==> config.mk <==
export PLATFORM = sky130hd
export DESIGN_NAME = dac_interleave_drv
export DESIGN_NICKNAME = d
export VERILOG_FILES = /design/src/rtl/dac_interleave_drv.sv
export SDC_FILE = /design/constraint.sdc
export NUM_CORES = 1
export LEC_CHECK = 0
export ABC_AREA = 1
export BUFFER_PORTS_ARGS = -buffer_cell sky130_fd_sc_hd__buf_2
export CAP_MARGIN = 20
export CELL_PAD_IN_SITES_DETAIL_PLACEMENT = 1
export CELL_PAD_IN_SITES_GLOBAL_PLACEMENT = 2
export CORE_MARGIN = 3
export CORE_UTILIZATION = 37
export CTS_CLUSTER_DIAMETER = 50
export DETAILED_ROUTE_END_ITERATION = 16
export GPL_ROUTABILITY_DRIVEN = 0
export PLACE_DENSITY_LB_ADDON = 0.1
export SKIP_CTS_REPAIR_TIMING = 1
export SYNTH_ARGS = -nofsm -noshare
export SYNTH_HDL_FRONTEND = slang
export SYNTH_SLANG_ARGS = --single-unit
==> constraint.sdc <==
create_clock -name clk -period 2.6 [get_ports clk]
set_input_delay 0.26 -clock clk [delete_from_list [all_inputs] [get_ports clk]]
set_output_delay 0.26 -clock clk [all_outputs]
set_load 0.01 [all_outputs]
==> src/rtl/dac_interleave_drv.sv <==
// Purpose: interleaved-port DAC driver; buffers whole frames (one word per channel) two deep and
//          time-multiplexes them onto one DAC bus with counter-generated select/strobe/reset pins.
// Latency: a frame accepted in IDLE with en=1 puts channel 0 on the bus 3 cycles after acceptance.
// Backpressure: s_ready (registered) drops while the 2-entry buffer is full or dac_reset is high.
//
// Ports:
//   clk, rst (async active-low)    - system clock / reset
//   en                             - streaming enable, sampled at frame boundaries
//   s_data/s_valid/s_ready         - frame input, channel k at bits [k*IN_W +: IN_W]
//   dac_data/dac_sel/dac_wrt       - DAC bus, IQSEL (channel 0 on bus), IQWRT strobe
//   dac_reset                      - IQRESET, held RST_HOLD cycles after rst releases
//   dac_ch                         - channel index of the word on the bus
//   underrun_cnt                   - saturating count of boundaries that found the buffer empty
module dac_interleave_drv #(
    parameter int NUM_CH        = 2,
    parameter int IN_W          = 14,
    parameter int DAC_W         = 14,
    parameter int WORD_CYCLES   = 2,
    parameter int SIGNED_IN     = 1,
    parameter int UNDERRUN_ZERO = 0,
    parameter int RST_HOLD      = 4
) (
    input  logic                      clk,
    input  logic                      rst,
    input  logic                      en,
    input  logic [NUM_CH*IN_W-1:0]    s_data,
    input  logic                      s_valid,
    output logic                      s_ready,
    output logic [DAC_W-1:0]          dac_data,
    output logic                      dac_sel,
    output logic                      dac_wrt,
    output logic                      dac_reset,
    output logic [$clog2(NUM_CH)-1:0] dac_ch,
    output logic [15:0]               underrun_cnt
);

    localparam int CH_W   = $clog2(NUM_CH);
    localparam int CYC_W  = $clog2(WORD_CYCLES);
    localparam int HOLD_W = $clog2(RST_HOLD + 1) + 1;

    localparam logic [CH_W-1:0]   CH_LAST   = CH_W'(NUM_CH - 1);
    localparam logic [CYC_W-1:0]  CYC_LAST  = CYC_W'(WORD_CYCLES - 1);
    localparam logic [CYC_W-1:0]  CYC_HALF  = CYC_W'(WORD_CYCLES / 2);
    localparam logic [DAC_W-1:0]  MIDSCALE  = {1'b1, {(DAC_W-1){1'b0}}};
    localparam logic [DAC_W-1:0]  IDLE_CODE = (SIGNED_IN != 0) ? MIDSCALE : '0;
    localparam logic [HOLD_W-1:0] HOLD_LEN  = HOLD_W'(RST_HOLD);

    typedef logic [NUM_CH-1:0][DAC_W-1:0] frame_t;
    typedef logic [NUM_CH*IN_W-1:0]       raw_t;
    typedef enum logic { ST_IDLE, ST_RUN } state_t;

    // Justify each channel to DAC_W and optionally flip to offset binary. Appending DAC_W zeros and
    // taking the top DAC_W bits covers both widths: left-justify when narrower, truncate LSBs when wider.
    function automatic frame_t conv_frame(input raw_t f);
        frame_t                  r;
        logic [IN_W+DAC_W-1:0]   ext;
        r = '0;
        for (int k = 0; k < NUM_CH; k++) begin
            ext  = {f[k*IN_W +: IN_W], {DAC_W{1'b0}}};
            r[k] = ext[IN_W+DAC_W-1 -: DAC_W];
            if (SIGNED_IN != 0) begin
                r[k][DAC_W-1] = ~r[k][DAC_W-1];
            end
        end
        return r;
    endfunction

    // ---------------- frame buffer and reset sequencing ----------------
    raw_t              mem_q [2];
    logic              wr_ptr_q, wr_ptr_d, rd_ptr_q, rd_ptr_d;
    logic [1:0]        cnt_q, cnt_d;
    logic              ready_q, ready_d;
    logic              dac_reset_q, dac_reset_d;
    logic [HOLD_W-1:0] hold_q, hold_d;
    logic              push, pop;

    assign push = s_valid && ready_q;

    always_comb begin
        wr_ptr_d    = wr_ptr_q;
        rd_ptr_d    = rd_ptr_q;
        cnt_d       = cnt_q;
        hold_d      = hold_q;
        dac_reset_d = dac_reset_q;
        if (push) wr_ptr_d = ~wr_ptr_q;
        if (pop)  rd_ptr_d = ~rd_ptr_q;
        case ({push, pop})
            2'b10:   cnt_d = cnt_q + 2'd1;
            2'b01:   cnt_d = cnt_q - 2'd1;
            default: cnt_d = cnt_q;
        endcase
        if (dac_reset_q) begin
            hold_d      = hold_q + HOLD_W'(1);
            dac_reset_d = (hold_d < HOLD_LEN);
        end
        // Registered ready looks at the next-cycle occupancy so it never over-accepts.
        ready_d = !dac_reset_d && (cnt_d != 2'd2);
    end

    always_ff @(posedge clk) begin
        if (push) mem_q[wr_ptr_q] <= s_data;
    end

    always_ff @(posedge clk or negedge rst) begin
        if (!rst) begin
            wr_ptr_q    <= 1'b0;
            rd_ptr_q    <= 1'b0;
            cnt_q       <= 2'd0;
            ready_q     <= 1'b0;
            dac_reset_q <= 1'b1;
            hold_q      <= '0;
        end else begin
            wr_ptr_q    <= wr_ptr_d;
            rd_ptr_q    <= rd_ptr_d;
            cnt_q       <= cnt_d;
            ready_q     <= ready_d;
            dac_reset_q <= dac_reset_d;
            hold_q      <= hold_d;
        end
    end

    // ---------------- engine ----------------
    state_t            state_q, state_d;
    logic [CYC_W-1:0]  cyc_q, cyc_d;
    logic [CH_W-1:0]   ch_q, ch_d;
    frame_t            frame_q, frame_d;
    logic [15:0]       urun_q, urun_d;
    logic [DAC_W-1:0]  data_q, data_d;
    logic              sel_q, sel_d, wrt_q, wrt_d;
    logic [CH_W-1:0]   dch_q, dch_d;
    logic              boundary;

    assign boundary = (cyc_q == CYC_LAST) && (ch_q == CH_LAST);

    always_comb begin
        state_d = state_q;
        cyc_d   = cyc_q;
        ch_d    = ch_q;
        frame_d = frame_q;
        urun_d  = urun_q;
        pop     = 1'b0;
        case (state_q)
            ST_IDLE: begin
                if (en && !dac_reset_q && (cnt_q != 2'd0)) begin
                    state_d = ST_RUN;
                    pop     = 1'b1;
                    frame_d = conv_frame(mem_q[rd_ptr_q]);
                    cyc_d   = '0;
                    ch_d    = '0;
                end
            end
            ST_RUN: begin
                if (cyc_q == CYC_LAST) begin
                    cyc_d = '0;
                    ch_d  = (ch_q == CH_LAST) ? '0 : ch_q + CH_W'(1);
                end else begin
                    cyc_d = cyc_q + CYC_W'(1);
                end
                if (boundary) begin
                    if (!en) begin
                        state_d = ST_IDLE;
                    end else if (cnt_q != 2'd0) begin
                        pop     = 1'b1;
                        frame_d = conv_frame(mem_q[rd_ptr_q]);
                    end else begin
                        if (urun_q != 16'hFFFF) urun_d = urun_q + 16'd1;
                        if (UNDERRUN_ZERO != 0) frame_d = {NUM_CH{MIDSCALE}};
                    end
                end
            end
            default: state_d = ST_IDLE;
        endcase
    end

    // Bus outputs trail the counters by one cycle; data changes only at the start of a word so it
    // is stable for the whole word, and the strobe rises at mid-word for symmetric setup/hold.
    always_comb begin
        data_d = data_q;
        sel_d  = sel_q;
        dch_d  = dch_q;
        wrt_d  = 1'b0;
        if (state_q == ST_RUN) begin
            if (cyc_q == '0) begin
                data_d = frame_q[ch_q];
                sel_d  = (ch_q == '0);
                dch_d  = ch_q;
            end
            wrt_d = (cyc_q >= CYC_HALF);
        end else begin
            data_d = IDLE_CODE;
            sel_d  = 1'b0;
            dch_d  = '0;
        end
    end

    always_ff @(posedge clk or negedge rst) begin
        if (!rst) begin
            state_q <= ST_IDLE;
            cyc_q   <= '0;
            ch_q    <= '0;
            frame_q <= '0;
            urun_q  <= 16'd0;
            data_q  <= IDLE_CODE;
            sel_q   <= 1'b0;
            wrt_q   <= 1'b0;
            dch_q   <= '0;
        end else begin
            state_q <= state_d;
            cyc_q   <= cyc_d;
            ch_q    <= ch_d;
            frame_q <= frame_d;
            urun_q  <= urun_d;
            data_q  <= data_d;
            sel_q   <= sel_d;
            wrt_q   <= wrt_d;
            dch_q   <= dch_d;
        end
    end

    assign s_ready      = ready_q;
    assign dac_data     = data_q;
    assign dac_sel      = sel_q;
    assign dac_wrt      = wrt_q;
    assign dac_reset    = dac_reset_q;
    assign dac_ch       = dch_q;
    assign underrun_cnt = urun_q;

endmodule

== Word-level counts from Yosys, hierarchy flattened ==
Memories as Yosys holds them, arrays and structs flattened.
Index checks and enable logic that the tools add are counted.

* Register bits: 74
* RAM bits: 56
* Bits of input ports: 32
* Output and inout bits: 35
* Logic and storage cells: 86
* Memories kept: 1

* Add/subtract/negate cells: 6
* Order comparisons: 3
* Equality and inequality tests: 10
* Mux-type cells: 32
* Bitwise logic cells: 7
* Reduce and logical (&&, ||, !) cells: 11

{| class="wikitable"
|+ Memory list
! name !! words !! width !! rd ports !! clocked after Yosys merged registers in !! write ports !! line !! text
|-
| mem_q || 2 || 28 || 1 || 0 || 1 || 69 || <nowiki>raw_t mem_q [2];</nowiki>
|}

{| class="wikitable"
|+ Operators by type and width
! kind !! count
|-
| 2-to-1 mux 28 bit || 4
|-
| 2-to-1 mux 14 bit || 4
|-
| one-hot mux 28 bit (2 select lines) || 1
|-
| 2-to-1 mux 1 bit || 18
|-
| adder 16 x 1 -> 16 bit (second input constant) || 1
|-
| != test 16 bit (second input constant) || 1
|-
| != test 2 bit (second input constant) || 4
|-
| one-hot mux 1 bit (2 select lines) || 4
|-
| NOT 1 bit || 7
|-
| != test 2 x 1 -> 1 bit (second input constant) || 3
|-
| logical AND 1 bit || 5
|-
| AND reduction 5 bit || 1
|-
| adder 4 x 1 -> 4 bit (second input constant) || 1
|-
| < comparator 4 x 3 -> 1 bit (second input constant) || 1
|-
| one-hot mux 2 bit (2 select lines) || 1
|-
| AND reduction 4 bit || 1
|-
| adder 1 bit (second input constant) || 2
|-
| adder 2 x 1 -> 2 bit (second input constant) || 1
|-
| equality test 2 x 1 -> 1 bit (second input constant) || 1
|-
| equality test 2 bit (second input constant) || 1
|-
| logical NOT 1 bit || 2
|-
| < comparator 1 x 2 -> 1 bit (second input constant) || 1
|-
| AND reduction 2 bit || 1
|-
| nonzero test 2 bit || 1
|-
| other kinds (2) || 2
|}

== Longest topological paths before layout ==
Gate-level depths: netlist of run 1.

* Depth in word-level cells: 9
* Gate-level depth with buffers: 15

== Least setup slack after synthesis of run 1 ==
OpenSTA, ideal clock, no wires.

* Path type: register -> register
* From: register ready_q, in the netlist s_ready
* To: memory mem_q[0][0] (netlist bit), enable pin
* Setup time: 0.413 ns
* Data arrival time: 1.703 ns
* Required time: 2.187 ns
* Path slack: 0.484 ns
* Stages on the path, launching flop included: 3
* Clock period less this slack: 2.116 ns
* Cells stage by stage: dfrtp_1 nand2_1 nor2_1

* Longest elaborated chain between the ends: 3

{| class="wikitable"
|+ RTL lines
! element !! line !! text
|-
| from (decl) || 72 || <nowiki>logic ready_q, ready_d;</nowiki>
|-
| from (signal assigned) || 116 || <nowiki>ready_q <= ready_d;</nowiki>
|-
| logical AND 1 bit || 77 || <nowiki>assign push = s_valid && ready_q;</nowiki>
|-
| 2-to-1 mux 1 bit || 101 || <nowiki>if (push) mem_q[wr_ptr_q] <= s_data;</nowiki>
|-
| 2-to-1 mux 1 bit (not written as such) || 101 ||
|-
| to (decl) || 69 ||
|}

Every way passes these cells.

== Final worst setup path of run 1 ==
* From: register state_q
* To: register ready_q, in the netlist s_ready

* Longest elaborated chain between the ends: 6
* Elaborated cells between the ends (all ways): 7
* Classes of those cells: 3 x eq/ne; 2 x mux; 1 x bitwise; 1 x reduce/logical

{| class="wikitable"
|+ RTL lines
! element !! line !! text
|-
| from (decl) || 123 || <nowiki>state_t state_q, state_d;</nowiki>
|-
| from (signal assigned) || 208 || <nowiki>state_q <= state_d;</nowiki>
|-
| NOT 1 bit || -- ||
|-
| one-hot mux 1 bit (2 select lines) (*) || 142 || <nowiki>case (state_q)</nowiki>
|-
| equality test 2 x 1 -> 1 bit / equality test 2 bit (equally long branches) || 87 || <nowiki>case ({push, pop})</nowiki>
|-
| one-hot mux 2 bit (2 select lines) (*) || 87 ||
|-
| named net cnt_d[1] || 71 || <nowiki>logic [1:0] cnt_q, cnt_d;</nowiki>
|-
| != test 2 bit (*) || 97 || <nowiki>ready_d = !dac_reset_d && (cnt_d != 2'd2);</nowiki>
|-
| logical AND 1 bit (*) || 97 ||
|-
| named net ready_d || 72 ||
|}

The timed path passes the listed nets; every way through them passes the cells marked *.
A chain may end at the register's enable or synchronous reset.

==> impl_metrics.json, run 1 <==
{
  "clock_tree.root_cell": "sky130_fd_sc_hd__clkbuf_16",
  "synth.top_cell.area_share": 0.3223,
  "drive_gt1_frac": 0.2488,
  "timing.reg2reg.worst_path_depth": 13,
  "worst-path-max-fanout": 31,
  "power_report.internal_total_uw": 4794,
  "detailedRoute.firstIterationViolations": 253,
  "grt_setup_unrepaired": "false",
  "num_antenna_cells": 0,
  "p_leak_uw": 0.003020,
  "clock_power_share": 0.300,
  "critPathCaptureType": "register",
  "die_height_um": 128.9,
  "slew_headroom": 0.3538,
  "r2r_start": "state_q$_DFF_PN0_",
  "max-cap-violations": 0,
  "post_dp_cell_area_mm2": 0.006088,
  "grt_pass1_vias": 4051,
  "post-route-cell-area_mm2": 0.006626,
  "grt_first_pass_wirelength_um": 21350,
  "route.detailed.vias_per_inst": 4.731,
  "cts-buffers-inserted": 17,
  "wl_met2_um": 5815,
  "wl_per_cell_um": 15.86,
  "post_synth_inst_count": 535,
  "numClockSinks": 130,
  "criticalPathCategory": "register to register",
  "synth.yosys.warnings": 0,
  "detailed_place_hpwl_um": 8784,
  "num-nets-final": 645,
  "vias": 3818,
  "clkLatencyLatePin_ps": 410,
  "cts.htree.levels": 4,
  "detailedRoute.firstPassIterationCount": 4,
  "maxUsedRoutingLayer": "met4",
  "combPwrFrac": 0.281,
  "met3_length_um": 434,
  "floorplan.io_pins": 67,
  "timing.hold.ws_ps": -8.638,
  "tritoncts": "built",
  "drc": 0,
  "irDropWorstVdd_mv": 0.5024,
  "reg2reg_slack_ps": 500,
  "met1_length_um": 6322,
  "synth_area_leader_cell": "sky130_fd_sc_hd__dfrtp_1",
  "die_area_mm2": 0.01662,
  "grt_antenna_before_repair": 0,
  "antenna_violating_nets_post_route": 0,
  "timing_worst_slew_pin_value_ps": 969.4,
  "achievable-frequency_mhz": 476.7,
  "synth_top_flop_cell": "sky130_fd_sc_hd__dfrtp_1",
  "powerDensity_mw_per_mm2": 1096,
  "areaGrowthSynthToFinish_pct": 18.53,
  "rows": 44,
  "sequentialPowerShare": 0.419,
  "syn_area_mm2": 0.005590,
  "grt-ovfl-total": 0,
  "finalHoldViolations": 3,
  "postSynthNetCount": 570,
  "seq_area_frac_synth": 0.6325,
  "result_of_the_run": "finished with violations",
  "violated_checks": "hold timing",
  "r2r_end": "s_ready$_DFF_PN0_",
  "ys_top_cells_by_count": "sky130_fd_sc_hd__nand2_1, sky130_fd_sc_hd__dfrtp_1, sky130_fd_sc_hd__edfxtp_1, sky130_fd_sc_hd__inv_1, sky130_fd_sc_hd__nor2_1",
  "pins_over_slew_limit": 0,
  "cell_with_the_most_instances_after_synthesis": "sky130_fd_sc_hd__nand2_1",
  "synth-seq-cells": 130,
  "cts.reportedPaths.clkPinSlew_ps": 60,
  "synth_top_cells_by_area": "sky130_fd_sc_hd__dfrtp_1, sky130_fd_sc_hd__edfxtp_1, sky130_fd_sc_hd__nand2_1",
  "crit_path_start_kind": "register",
  "avgSynthCellArea_um2": 10.45,
  "cp.arrival_ps": 2400,
  "synth-async-reset-ratio": 0.5692,
  "period_needed_ps": 2098,
  "cp.required_ps": 2900,
  "placed_cells": 775,
  "final-setup-viol-count": 0,
  "synth_cell_types": 35,
  "setup-tns-final_ps": 0,
  "edff_count_synth": 56,
  "final.setup_skew_ps": 5.874,
  "grt_start_max_net_pins": 75,
  "io_buffer_count": 66,
  "finish.cell_count_without_fillers": 807,
  "worst_hold_path_type": "input port to async pin",
  "layout.filler_cells": 1679,
  "switching_power_uw": 2467,
  "grt_usage": 0.1704,
  "die_w_um": 128.9,
  "clockBufferDepth": 2,
  "coreArea_mm2": 0.01464,
  "drt-total-wl_um": 12800,
  "layout_worst_path_cycle_share": 0.8069,
  "power.share.switching": 0.3398,
  "start_util": 0.3817
}
==> final cells by class <==
| type | count | area [um2] | area share |
|---|---|---|---|
| clock inverter | 5 | 55.05 | 0.008308 |
| timing repair buffer | 73 | 410.4 | 0.06193 |
| sequential | 130 | 3536 | 0.5336 |
| multi-input combinational | 336 | 1702 | 0.2568 |
| tap | 184 | 230.2 | 0.03474 |
| clock buffer | 27 | 483.0 | 0.07289 |
| inverter | 52 | 210.2 | 0.03172 |
==> sequential cells by signal, indices dropped and copies added, names as in the netlist <==
signal and cells:
mem_q 56, frame_q 28, underrun_cnt 16, dac_data 14, hold_q 4, cnt_q 2, ch_q 1, cyc_q 1
dac_ch 1, dac_reset 1, dac_sel 1, dac_wrt 1, rd_ptr_q 1, s_ready 1, state_q 1, wr_ptr_q 1
==> critical path, stage by stage, from the launching register on <==
cell	delay, ps
sky130_fd_sc_hd__dfrtp_1	470
sky130_fd_sc_hd__nand2_2	130
sky130_fd_sc_hd__inv_4	200
sky130_fd_sc_hd__nand2_2	70
sky130_fd_sc_hd__o21ai_2	80
sky130_fd_sc_hd__nand2_4	100
sky130_fd_sc_hd__clkinv_8	160
sky130_fd_sc_hd__ha_1	280
sky130_fd_sc_hd__inv_1	60
sky130_fd_sc_hd__nand3_1	80
sky130_fd_sc_hd__xnor2_1	180
sky130_fd_sc_hd__nand2_1	70
sky130_fd_sc_hd__nand2_1	60
sky130_fd_sc_hd__inv_1	40
==> cell families after synthesis <==
| family | Yosys count | synth area share |
|---|---|---|
| adders and majority gates | 3 | 0.006715 |
| and+or+nand+nor | 267 | 0.2019 |
| buffers and inverters | 69 | 0.06401 |
| DFF | 130 | 0.6325 |
| AOI/OAI and AO/OA | 53 | 0.07453 |
| xor gates and xnor gates | 13 | 0.02037 |
==> power groups by stage <==
| stage | sequential, uW | combinational [uW] | clock (uW) |
|---|---|---|---|
| 6_report | 3040 | 2040 | 2180 |
| 2_1_floorplan | 3010 | 1520 | 0 |
| 3_5_place_dp | 3090 | 2080 | 0 |
| 5_1_grt | 3110 | 2340 | 2350 |
| 4_1_cts | 3060 | 2100 | 2250 |
| 3_3_place_gp | 3060 | 2020 | 0 |
==> through the flow <==
stage / power (uW) / utilization / hold slack (ps) / setup WS (ps)
2_1_floorplan: 4529 / - / -35.59 / 484.3
3_3_place_gp: 5077 / 0.4158 / 448.1 / 543.7
3_5_place_dp: 5168 / 0.4158 / 451.6 / 494.7
4_1_cts: 7404 / 0.4525 / 5.291 / 461.6
5_1_grt: 7800 / 0.4525 / 12.35 / 246.3
6_report: 7261 / 0.4525 / -8.638 / 502.0
==> worst max-delay path by stage <==
stage / end / depth (start not counted) / startpoint
4_1_cts: s_ready$_DFF_PN0_ / 13 / state_q$_DFF_PN0_
3_3_place_gp: s_ready$_DFF_PN0_ / 13 / state_q$_DFF_PN0_
5_1_grt: s_ready$_DFF_PN0_ / 13 / state_q$_DFF_PN0_
6_report: s_ready$_DFF_PN0_ / 13 / state_q$_DFF_PN0_
3_5_place_dp: s_ready$_DFF_PN0_ / 13 / state_q$_DFF_PN0_
2_1_floorplan: mem_q[0][0]$_DFFE_PP_ / 2 / s_ready$_DFF_PN0_
==> routing by layer <==
metal | GRT usage | vias up
met3 | 0.04193 | 19
met1 | 0.2448 | 1852
met4 | 0.06671 | 0
li1 | - | 1886
met5 | 0 | -
met2 | 0.2491 | 61
==> placed cells by master (no fill, tap or decap), drive strengths merged, types with 9 or more instances in the layout <==
cell / count
inv: 51
o21ai: 36
clkbuf: 27
nand3: 14
edfxtp: 56
buf: 73
nand2: 211
dfrtp: 72
nor2: 33
o221ai: 13
xnor2: 9
No activity file was read; power rests on OpenSTA's default activity.
==> run 2, diff against run 1 <==
- CORE_UTILIZATION: 37 -> 34
- clock period: 2.6 -> 1.9 ns (I/O delays scaled with it)
==> run 2 against run 1 <==
Against the previous run:
- the flow now finishes without violations
- wire length grew 5.2%
- sequential share of layout area fell by 4.2 points
- via count rose by 4.7%
- critical path depth unchanged
- fmax up 17%
- non-clock buffer count grew 50
- utilization decreased by 0.34 points
- first-iteration DRC count fell by 29%
- register-to-register slack lost 400 ps
- die area increased by 8.4%
- count of clock-buffer cells in the layout shrank 6
- critical endpoint unchanged
- largest cell class unchanged
==> impl_metrics.json, run 2 (synthesized netlist as in run 1, its figures left out) <==
{
  "largest_register_ffs": 56,
  "postLayoutCoreUtil": 0.4491,
  "p_leak_uw": 0.003293,
  "period_needed_ps": 1801,
  "vias": 3999,
  "achievable-frequency_mhz": 555.4,
  "worstSetupStartpoint": "cyc_q$_DFFE_PN0P_",
  "finish.cell_count_without_fillers": 889,
  "grt_first_pass_wirelength_um": 22030,
  "areaGrowthSynthToFinish_pct": 28.54,
  "most-common-layout-cells": "sky130_fd_sc_hd__nand2_1, sky130_fd_sc_hd__dfrtp_1, sky130_fd_sc_hd__buf_2, sky130_fd_sc_hd__edfxtp_1, sky130_fd_sc_hd__inv_1",
  "numClockSinks": 130,
  "grt_start_max_net_pins": 55,
  "die_w_um": 134.2,
  "total_power_uw": 10490,
  "num_antenna_cells": 0,
  "coreArea_mm2": 0.01600,
  "hold_path.startpoint": "en",
  "detailedRoute.firstPassIterationCount": 4,
  "layout_worst_path_cycle_share": 0.9477,
  "powerDensity_mw_per_mm2": 1460,
  "detailed_place_hpwl_um": 9131,
  "detailedRoute.firstIterationViolations": 179,
  "crit_path_start_kind": "register",
  "num-nets-final": 695,
  "grt_antenna_before_repair": 0,
  "grt-ovfl-total": 0,
  "final-setup-viol-count": 0,
  "max-cap-violations": 0,
  "io_buffer_count": 66,
  "drc": 0,
  "result_of_the_run": "finished clean",
  "tritoncts": "built",
  "clockBufferDepth": 2,
  "timing_worst_slew_pin_value_ps": 530.0,
  "top_reg_by_flops": "mem_q",
  "post_dp_cell_area_mm2": 0.006251,
  "floorplan.io_pins": 67,
  "start_util": 0.3494,
  "wl_per_cell_um": 15.16,
  "drive_gt1_frac": 0.2764,
  "slew_headroom": 0.6458,
  "mostFrequentLayoutCell": "sky130_fd_sc_hd__nand2_1",
  "pins_over_slew_limit": 0,
  "finalHoldViolations": 0,
  "post-route-cell-area_mm2": 0.007186,
  "worst-path-max-fanout": 4,
  "cp.required_ps": 2210,
  "critPathCaptureType": "register",
  "cp.arrival_ps": 2110,
  "die_area_mm2": 0.01802,
  "criticalPathCategory": "register to register",
  "rows": 46,
  "route.detailed.vias_per_inst": 4.498,
  "placed_cells": 825,
  "grt_usage": 0.1571,
  "irDropWorstVdd_mv": 0.6656,
  "antenna_violating_nets_post_route": 0,
  "cts.reportedPaths.clkPinSlew_ps": 60,
  "final.setup_skew_ps": 7.761,
  "drt-total-wl_um": 13470,
  "clkLatencyLatePin_ps": 410,
  "die_height_um": 134.2,
  "cts.htree.levels": 4,
  "worst_hold_path_type": "input port to register",
  "cts-buffers-inserted": 17,
  "layout.filler_cells": 1848,
  "clock_tree.root_cell": "sky130_fd_sc_hd__clkbuf_16",
  "grt_pass1_vias": 4165,
  "r2r_start": "cyc_q$_DFFE_PN0P_"
}
run 2: cell types whose count changed in the layout (fill, tap and decap cells not counted), sizes merged:
cell	change
inv	+1
bufinv	+1
dlygate4sd3	+29
clkinvlp	-2
clkinv	+6
buf	+21
clkbuf	-6
run 2: path summary, 6_finish.rpt:
| path | depth (start not counted) | slack [ps] | endpoint |
|---|---|---|---|
| setup / recovery | 13 | 100 | s_ready$_DFF_PN0_ |
| hold / removal | 5 | 180 | state_q$_DFF_PN0_ |
| setup reg to reg | 13 | 100 | s_ready$_DFF_PN0_ |
| hold reg to reg | 2 | 490 | frame_q[27]$_DFFE_PN0P_ |
| max in group asynchronous | 3 | 980 | underrun_cnt[11]$_DFFE_PN0P_ |
| min in group asynchronous | 2 | 300 | dac_data[4]$_DFFE_PN0N_ |
run 2: cell type report:
type	count	area (um2)	area share
clock inverters	11	127.6	0.01776
clock buffers	21	481.7	0.06704
repair buffers	123	845.8	0.1177
well taps	216	270.3	0.03761
multi-input cells	336	1714	0.2386
flip-flops and latches	130	3536	0.4921
inverters	52	210.2	0.02925
run 2: per-layer routing:
metal / routed length (um) / part of all wire / global-route usage
met1: 6269 / 0.47 / 0.2140
met2: 6507 / 0.48 / 0.2489
met3: 510 / 0.038 / 0.03638
met4: 185 / 0.014 / 0.05260
met5: 0 / 0 / 0
run 2: power breakdown:
part           switching [uW]  leakage (uW)  internal, uW
clock                    1220      0.000302          2090
combinational            2000       0.00152          1110
sequential                305       0.00147          3760
run 2: critical path, cell delays in order, from the launching register on:
cell and delay (ps):
sky130_fd_sc_hd__dfrtp_1 420, sky130_fd_sc_hd__nand2_2 130, sky130_fd_sc_hd__inv_4 60, sky130_fd_sc_hd__nand2_2 60, sky130_fd_sc_hd__o21ai_2 60, sky130_fd_sc_hd__nand2_4 90, sky130_fd_sc_hd__clkinv_8 50, sky130_fd_sc_hd__ha_1 310
sky130_fd_sc_hd__inv_1 60, sky130_fd_sc_hd__nand3_1 110, sky130_fd_sc_hd__xnor2_2 190, sky130_fd_sc_hd__nand2_1 70, sky130_fd_sc_hd__nand2_1 60, sky130_fd_sc_hd__inv_1 40
run 2: stage by stage:
step                hold WS, ps  setup TNS (ps)  setup WS (ps)
floorplan                -105.6          -12090         -215.7
detailed placement        177.9               0          50.45
CTS                      -270.7               0          7.820
finish                    179.4               0          99.35
global placement          167.8               0          103.7
global route              183.7          -39.73         -39.73
